**src/rtl/ram_arbiter.sv**
```systemverilog
// ram_arbiter
//
// Shares one single-port 32x8 RAM (registered address, unregistered q) between
// two requesters. Commands are serialized through a four-state FSM
// (IDLE -> ISSUE -> WAIT -> DONE). Ties are broken round-robin. Every output
// comes straight from a flop.
//
// Handshake: a requester raises reqN with weN/addrN/wdataN stable and keeps
// them stable until it sees ackN. It must drop reqN during the ackN cycle;
// a reqN still high in the next IDLE cycle is taken as a new command.
//
// Ports
//   CLOCK_50          system clock, rising edge
//   resetn            asynchronous active-low reset
//   req0/req1         request, held until ack
//   we0/we1           1 = write, 0 = read
//   addr0/addr1       word address
//   wdata0/wdata1     write data
//   ack0/ack1         one-cycle completion pulse
//   rdata0/rdata1     read data, valid with ack, held until the next read
//   ram_address       RAM address
//   ram_data          RAM write data
//   ram_wren          RAM write enable (high only in ISSUE)
//   ram_q             RAM read data
//   owner             00 idle, 01 requester 0, 10 requester 1
//   dbg_state         current FSM state (0 IDLE, 1 ISSUE, 2 WAIT, 3 DONE)
module ram_arbiter #(
  parameter int ADDR_W = 5,
  parameter int DATA_W = 8
) (
  input  logic              CLOCK_50,
  input  logic              resetn,
  input  logic              req0,
  input  logic              req1,
  input  logic              we0,
  input  logic              we1,
  input  logic [ADDR_W-1:0] addr0,
  input  logic [ADDR_W-1:0] addr1,
  input  logic [DATA_W-1:0] wdata0,
  input  logic [DATA_W-1:0] wdata1,
  output logic              ack0,
  output logic              ack1,
  output logic [DATA_W-1:0] rdata0,
  output logic [DATA_W-1:0] rdata1,
  output logic [ADDR_W-1:0] ram_address,
  output logic [DATA_W-1:0] ram_data,
  output logic              ram_wren,
  input  logic [DATA_W-1:0] ram_q,
  output logic [1:0]        owner,
  output logic [1:0]        dbg_state
);

  typedef enum logic [1:0] {
    S_IDLE  = 2'd0,
    S_ISSUE = 2'd1,
    S_WAIT  = 2'd2,
    S_DONE  = 2'd3
  } state_t;

  state_t              r_state;
  logic                r_last;   // last granted requester: 0 or 1
  logic                r_we;     // latched command type
  logic                r_ack0;
  logic                r_ack1;
  logic [DATA_W-1:0]   r_rdata0;
  logic [DATA_W-1:0]   r_rdata1;
  logic [ADDR_W-1:0]   r_ram_address;
  logic [DATA_W-1:0]   r_ram_data;
  logic                r_ram_wren;
  logic [1:0]          r_owner;

  state_t              w_state;
  logic                w_last;
  logic                w_we;
  logic                w_ack0;
  logic                w_ack1;
  logic [DATA_W-1:0]   w_rdata0;
  logic [DATA_W-1:0]   w_rdata1;
  logic [ADDR_W-1:0]   w_ram_address;
  logic [DATA_W-1:0]   w_ram_data;
  logic                w_ram_wren;
  logic [1:0]          w_owner;
  logic                w_pick1;

  // Requester 1 wins when it is alone, or on a tie when requester 0 went last.
  assign w_pick1 = req1 & (~req0 | ~r_last);

  always_comb begin
    w_state       = r_state;
    w_last        = r_last;
    w_we          = r_we;
    w_ack0        = 1'b0;
    w_ack1        = 1'b0;
    w_rdata0      = r_rdata0;
    w_rdata1      = r_rdata1;
    w_ram_address = r_ram_address;
    w_ram_data    = r_ram_data;
    w_ram_wren    = 1'b0;
    w_owner       = r_owner;
    case (r_state)
      S_IDLE: begin
        if (req0 | req1) begin
          // The RAM address/data registers double as the latched command.
          w_state       = S_ISSUE;
          w_last        = w_pick1;
          w_owner       = w_pick1 ? 2'b10 : 2'b01;
          w_we          = w_pick1 ? we1 : we0;
          w_ram_wren    = w_pick1 ? we1 : we0;
          w_ram_address = w_pick1 ? addr1 : addr0;
          w_ram_data    = w_pick1 ? wdata1 : wdata0;
        end
      end
      S_ISSUE: begin
        // RAM registers the address (and performs any write) at this edge.
        w_state = S_WAIT;
      end
      S_WAIT: begin
        // q now reflects the address clocked in at the end of ISSUE.
        if (!r_we) begin
          if (r_owner[1]) w_rdata1 = ram_q;
          else            w_rdata0 = ram_q;
        end
        w_ack0  = r_owner[0];
        w_ack1  = r_owner[1];
        w_state = S_DONE;
      end
      S_DONE: begin
        w_owner = 2'b00;
        w_state = S_IDLE;
      end
      default: begin
        w_owner = 2'b00;
        w_state = S_IDLE;
      end
    endcase
  end

  always_ff @(posedge CLOCK_50 or negedge resetn) begin
    if (!resetn) begin
      r_state       <= S_IDLE;
      r_last        <= 1'b1;
      r_we          <= 1'b0;
      r_ack0        <= 1'b0;
      r_ack1        <= 1'b0;
      r_rdata0      <= '0;
      r_rdata1      <= '0;
      r_ram_address <= '0;
      r_ram_data    <= '0;
      r_ram_wren    <= 1'b0;
      r_owner       <= 2'b00;
    end else begin
      r_state       <= w_state;
      r_last        <= w_last;
      r_we          <= w_we;
      r_ack0        <= w_ack0;
      r_ack1        <= w_ack1;
      r_rdata0      <= w_rdata0;
      r_rdata1      <= w_rdata1;
      r_ram_address <= w_ram_address;
      r_ram_data    <= w_ram_data;
      r_ram_wren    <= w_ram_wren;
      r_owner       <= w_owner;
    end
  end

  assign ack0        = r_ack0;
  assign ack1        = r_ack1;
  assign rdata0      = r_rdata0;
  assign rdata1      = r_rdata1;
  assign ram_address = r_ram_address;
  assign ram_data    = r_ram_data;
  assign ram_wren    = r_ram_wren;
  assign owner       = r_owner;
  assign dbg_state   = r_state;

endmodule
```
**config.mk**
```make
export PLATFORM = sky130hd
export DESIGN_NAME = ram_arbiter
export DESIGN_NICKNAME = d
export VERILOG_FILES = /design/src/rtl/ram_arbiter.sv
export SDC_FILE = /design/constraint.sdc
export NUM_CORES = 1
export LEC_CHECK = 0
export CORE_MARGIN = 1.5
export CORE_UTILIZATION = 30
export CTS_CLUSTER_SIZE = 8
export DETAILED_ROUTE_END_ITERATION = 7
export GPL_TIMING_DRIVEN = 0
export HOLD_SLACK_MARGIN = 0.15
export PLACE_DENSITY_LB_ADDON = 0.3
export RECOVER_POWER = 100
export SLEW_MARGIN = 20
export SYNTH_ARGS = -nofsm -noshare
export SYNTH_HDL_FRONTEND = slang
export SYNTH_SLANG_ARGS = --single-unit
```
**constraint.sdc**
```tcl
create_clock -name CLOCK_50 -period 2.15 [get_ports CLOCK_50]
set_clock_uncertainty 0.15 [all_clocks]
set_input_delay 0.43 -clock CLOCK_50 [delete_from_list [all_inputs] [get_ports CLOCK_50]]
set_output_delay 0.43 -clock CLOCK_50 [all_outputs]
set_load 0.05 [all_outputs]
```
Word level (Yosys, flattened, before mapping)

Cells that the tools add are included.

Flip-flop bits (word level): 38
Output and inout port bits: 36
Logic and storage cells: 40

Equal/unequal tests: 4
Mux-type cells: 12
Bitwise logic cells: 7
Reductions and logical operators: 6

Operators by type and width:

| cell                 | count |
|---|---|
| $mux W8              | 1 |
| $pmux W2 S4          | 1 |
| $mux W2              | 3 |
| $reduce_and A3 Y1    | 2 |
| $mux W1              | 5 |
| $mux W5              | 1 |
| $eq A2 B2 Y1 const B | 2 |
| $not A1 Y1           | 4 |
| $pmux W2 S2          | 1 |
| $reduce_and A2 Y1    | 2 |
| $eq A2 B1 Y1 const B | 1 |
| $logic_not A2 Y1     | 1 |
| $ne A2 B2 Y1 const B | 1 |
| $or A1 B1 Y1         | 2 |
| $reduce_bool A2 Y1   | 1 |
| $and A1 B1 Y1        | 1 |

Depth between registers and ports, before layout

Depth after elaboration: 6
Depth in mapped cells: 7
Gate-level depth less buffers: 5

Least setup slack after synthesis

Ideal clock, no wire load.

Path kind: reg2reg
Start: register r_state[0], in the netlist dbg_state[0]
End: register r_rdata1[0], in the netlist rdata1[0]
Library setup time: 0.125 ns
Arrival: 1.704 ns
Slack: 0.171 ns
Stages on the path, launching flop included: 7
Path through: dfrtp_1 > inv_1 > ha_1 > and2_1 > nand2b_1 > buf_6 > mux2_2

Cells in the longest elaborated chain, start to end: 2

Ends and longest elaborated chain:

| element                            | line | source |
|---|---|---|
| start: declaration                 | 60   | `state_t r_state;` |
| start signal: assignment           | 152  | `r_state <= w_state;` |
| $eq A2 B2 Y1                       | 100  | `case (r_state)` |
| $reduce_and A3 Y1 (no source line) | -    |  |
| end signal: assignment             | 158  | `r_rdata1 <= w_rdata1;` |
| end: declaration                   | 66   | `logic [DATA_W-1:0] r_rdata1;` |

Every way passes these cells.
A chain may end at the register's enable or synchronous reset.

Worst setup path in the final report

Start: register r_state[1], in the netlist dbg_state[1]
End: output port dbg_state[1]

RTL lines:

| element          | line | source |
|---|---|---|
| end: declaration | 50   | `output logic [1:0] dbg_state` |

No word-level cell between the ends.

==> flow_summary_export.csv <==
group,metric,value,unit
pwr,p_int,2.27,mW
sta,rsz0062_at_grt,"false",
grt,antenna_found_initial,0,
logic_synthesis,ys.flop_type,"dfrtp_1",
drt,drc_errors,0,
floorplan,io_pins,76,
finish,area_growth,56.1,%
floorplan,core,0.00524,sq mm
logic_synthesis,ys_ff_latch,38,
grt,grt_pass1_vias,1401,
logic_synthesis,syn_inst,147,
clock_network,h-tree-depth,2,
run,maxCapViolations,0,
sta,post-route-min-period,2.10,ns
floorplan,dieArea,0.00603,sq mm
sta,max_slew_margin,0.515,
pwr,p_switching,2.10,mW
place,post-place-ws,0.0780,ns
worst_setup_path,arrival,1.52,ns
logic_synthesis,synth_cell_types,25,
finish,instances_no_fill,302,
floorplan,rows,26,
worst_setup_path,crit_start,"dbg_state[1]",
worst_setup_path,r2r_slack,0.16,ns
logic_synthesis,syn_nets,191,
clock_network,cts-root-buf,"clkbuf_8",
worst_setup_path,crit_type,"flop to output pin",
finish,seq_area,952,sq um
grt,grt_usage,0.137,
clock_network,insertion_delay,0.28,ns
grt,grt_max_degree,28,
sta,setup_ws,0.0549,ns
floorplan,start_util,0.319,
logic_synthesis,ys_async_sr_fraction,1.00,
finish,fin_nets,275,
pwr,ir_drop,664,uV
place,place_congestion,0.712,
worst_setup_path,critPathLaunchType,"flop",
drt,viasPerCell,4.47,
logic_synthesis,synth_edf_count,0,
worst_setup_path,slowest_stage,"clkdlybuf4s50_1",
worst_setup_path,cp_top_family,"buffers and inverters",
worst_setup_path,endpoint_kind,"output pin",
clock_network,clock_sinks,38,
finish,fin_area,0.00261,sq mm
pwr,p_per_area,1670,mW/mm^2
hold_path,hold_class,"flop to flop",
logic_synthesis,synth_seq_area_share,0.570,
sta,period_share,0.974,
clock_network,clk_pin_slew,0.07,ns
worst_setup_path,cp.depth,1,
sta,fmax,477,MHz
logic_synthesis,ys_warn_count,0,
pwr,combinationalPowerShare,0.596,
worst_setup_path,reg2reg_to,"dbg_state[1]",
finish,fillers,509,
pwr,sw_frac_of_total,0.480,
worst_setup_path,r2r-start,"dbg_state[0]",
sta,setup_viol,0,
floorplan,die_y,77.6,um
finish,diodes,0,
place,hpwl,2810,um
sta,final_max_slew_viol_count,0,
finish,multi_input_area,658,sq um
worst_setup_path,crit_chain,"clkdlybuf4s50_1",
pwr,leakage,1.11,nW
place,place_area,0.00252,sq mm
grt,grt_pass1_wl,6550,um
sta,worst_pin_slew,0.728,ns
sta,hold_viol_final,0,
grt,grt-ovfl-total,0,
worst_setup_path,crit_path_end,"dbg_state[1]",
outcome,outcome,"completed",
drt,via_count,1349,
logic_synthesis,syn_area,0.00167,sq mm
worst_setup_path,rr_worst_depth,5,
worst_setup_path,worstPathRequired,1.57,ns
drt,totalWireLength,3760,um
worst_setup_path,worst-path-buf-inv,1,
clock_network,clock_path_buffers,2,
finish,layout-drive-gt1-share,0.151,
worst_setup_path,worstPathMaxFanout,5,
place,dp_cells,293,
worst_setup_path,cpPeakStageDelay,0.82,ns
pwr,sequentialPowerShare,0.289,
drt,drt_iter0_drc,47,
place,io_buffers,75,
clock_network,cts-buffers-inserted,5,
drt,wl_per_cell,12.5,um
logic_synthesis,post_synth.cell_area_avg,11.4,sq um
sta,whs,0.351,ns
pwr,clkPwrFrac,0.114,
floorplan,fp.dieW,77.6,um
drt,dr.pass1.iters,4,
clock_network,cts_tree,"done",
drt,drtAntennaViolNets,0,
==> final cells by class <==
| type | count | area share |
|---|---|---|
| clock inverters | 1 | 0.00192 |
| flip-flops and latches | 38 | 0.365 |
| clock buffers | 7 | 0.0331 |
| repair buffers | 77 | 0.296 |
| plain buffers | 7 | 0.0149 |
| multi-input cells | 100 | 0.252 |
| inverters | 2 | 0.00288 |
| well taps | 70 | 0.0336 |
==> synthesized netlist by cell type, types with 2 or more instances <==
cell / instances / area share
nor2b_1: 2 / 0.0075
nor3b_1: 2 / 0.0090
inv_1: 2 / 0.0045
and2_1: 2 / 0.0075
nand2b_1: 4 / 0.015
buf_4: 3 / 0.013
buf_2: 3 / 0.0090
a21oi_1: 4 / 0.012
a31oi_1: 15 / 0.056
nand2_1: 27 / 0.061
nor2_1: 14 / 0.031
mux2_2: 17 / 0.11
ha_1: 4 / 0.030
dfrtp_1: 37 / 0.55
==> metal layers <==
layer  track usage  wire length (um)
met5             0                 0
met4        0.0491                48
met3        0.0447               328
met2         0.216              1680
met1         0.174              1700
==> state kept, by name, indices dropped and copies added, names as in the netlist <==
signal	flops
ack0	1
r_last	1
rdata1	8
ack1	1
ram_data	8
dbg_state	2
ram_wren	1
rdata0	8
ram_address	5
owner	2
r_we	1
==> worst min path at each step <==
stage | startpoint | to | slack, ns | cells after the start
after floorplan | resetn | ack0 | -0.02 | 0
after detailed placement | resetn | owner[0] | 0.19 | 1
after global routing | rdata1[2] | rdata1[2] | 0.37 | 1
after CTS | rdata1[0] | rdata1[0] | 0.36 | 1
after global placement | rdata1[1] | rdata1[1] | 0.34 | 1
final | rdata1[0] | rdata1[0] | 0.35 | 1
==> power groups by stage <==
stage / clock [mW] / sequential [mW] / combinational, mW
after floorplan: 0 / 2.39 / 0.652
after global placement: 0 / 1.27 / 2.65
after detailed placement: 0 / 1.28 / 2.67
after CTS: 0.518 / 1.27 / 2.67
after global routing: 0.553 / 1.32 / 2.75
final: 0.499 / 1.26 / 2.60
==> metrics by stage <==
stage	utilization	TNS, ns	power [mW]
global route	0.498	0	4.63
floorplan	-	0	3.04
detailed placement	0.482	0	3.96
global placement	0.479	-17.41	3.91
finish	0.498	0	4.36
CTS	0.501	0	4.46
==> cells by family (layout without fill, tap and decap cells) <==
kind of cell    Yosys count  count (layout)  share of synthesized area
flops                    38              38                      0.570
buf+inv                   9              94                     0.0337
simple gates             54              54                      0.153
compound gates           24              24                     0.0936
fa+ha+maj                 4               4                     0.0299
mux                      18              18                      0.121
==> repair_timing <==
action,4_1_cts,5_1_grt
buffers inserted,0,0
setup endpoints to repair,1,0
hold buffers,1,0
gates resized for setup,1,0
endpoints found under the hold margin,11,0
==> cell usage in the layout (no fill, tap or decap), drive strengths merged, types with 2 or more instances in the layout <==
| master | n |
|---|---|
| nor2b | 2 |
| inv | 2 |
| buf | 4 |
| nand2b | 4 |
| nand2 | 27 |
| nor3b | 4 |
| a31oi | 15 |
| and2 | 2 |
| clkdlybuf4s50 | 63 |
| clkbuf | 12 |
| nor2 | 14 |
| a21oi | 4 |
| dlygate4sd3 | 11 |
| dfrtp | 37 |
| ha | 4 |
| mux2 | 17 |
No activity file was read; power rests on OpenSTA's default activity.
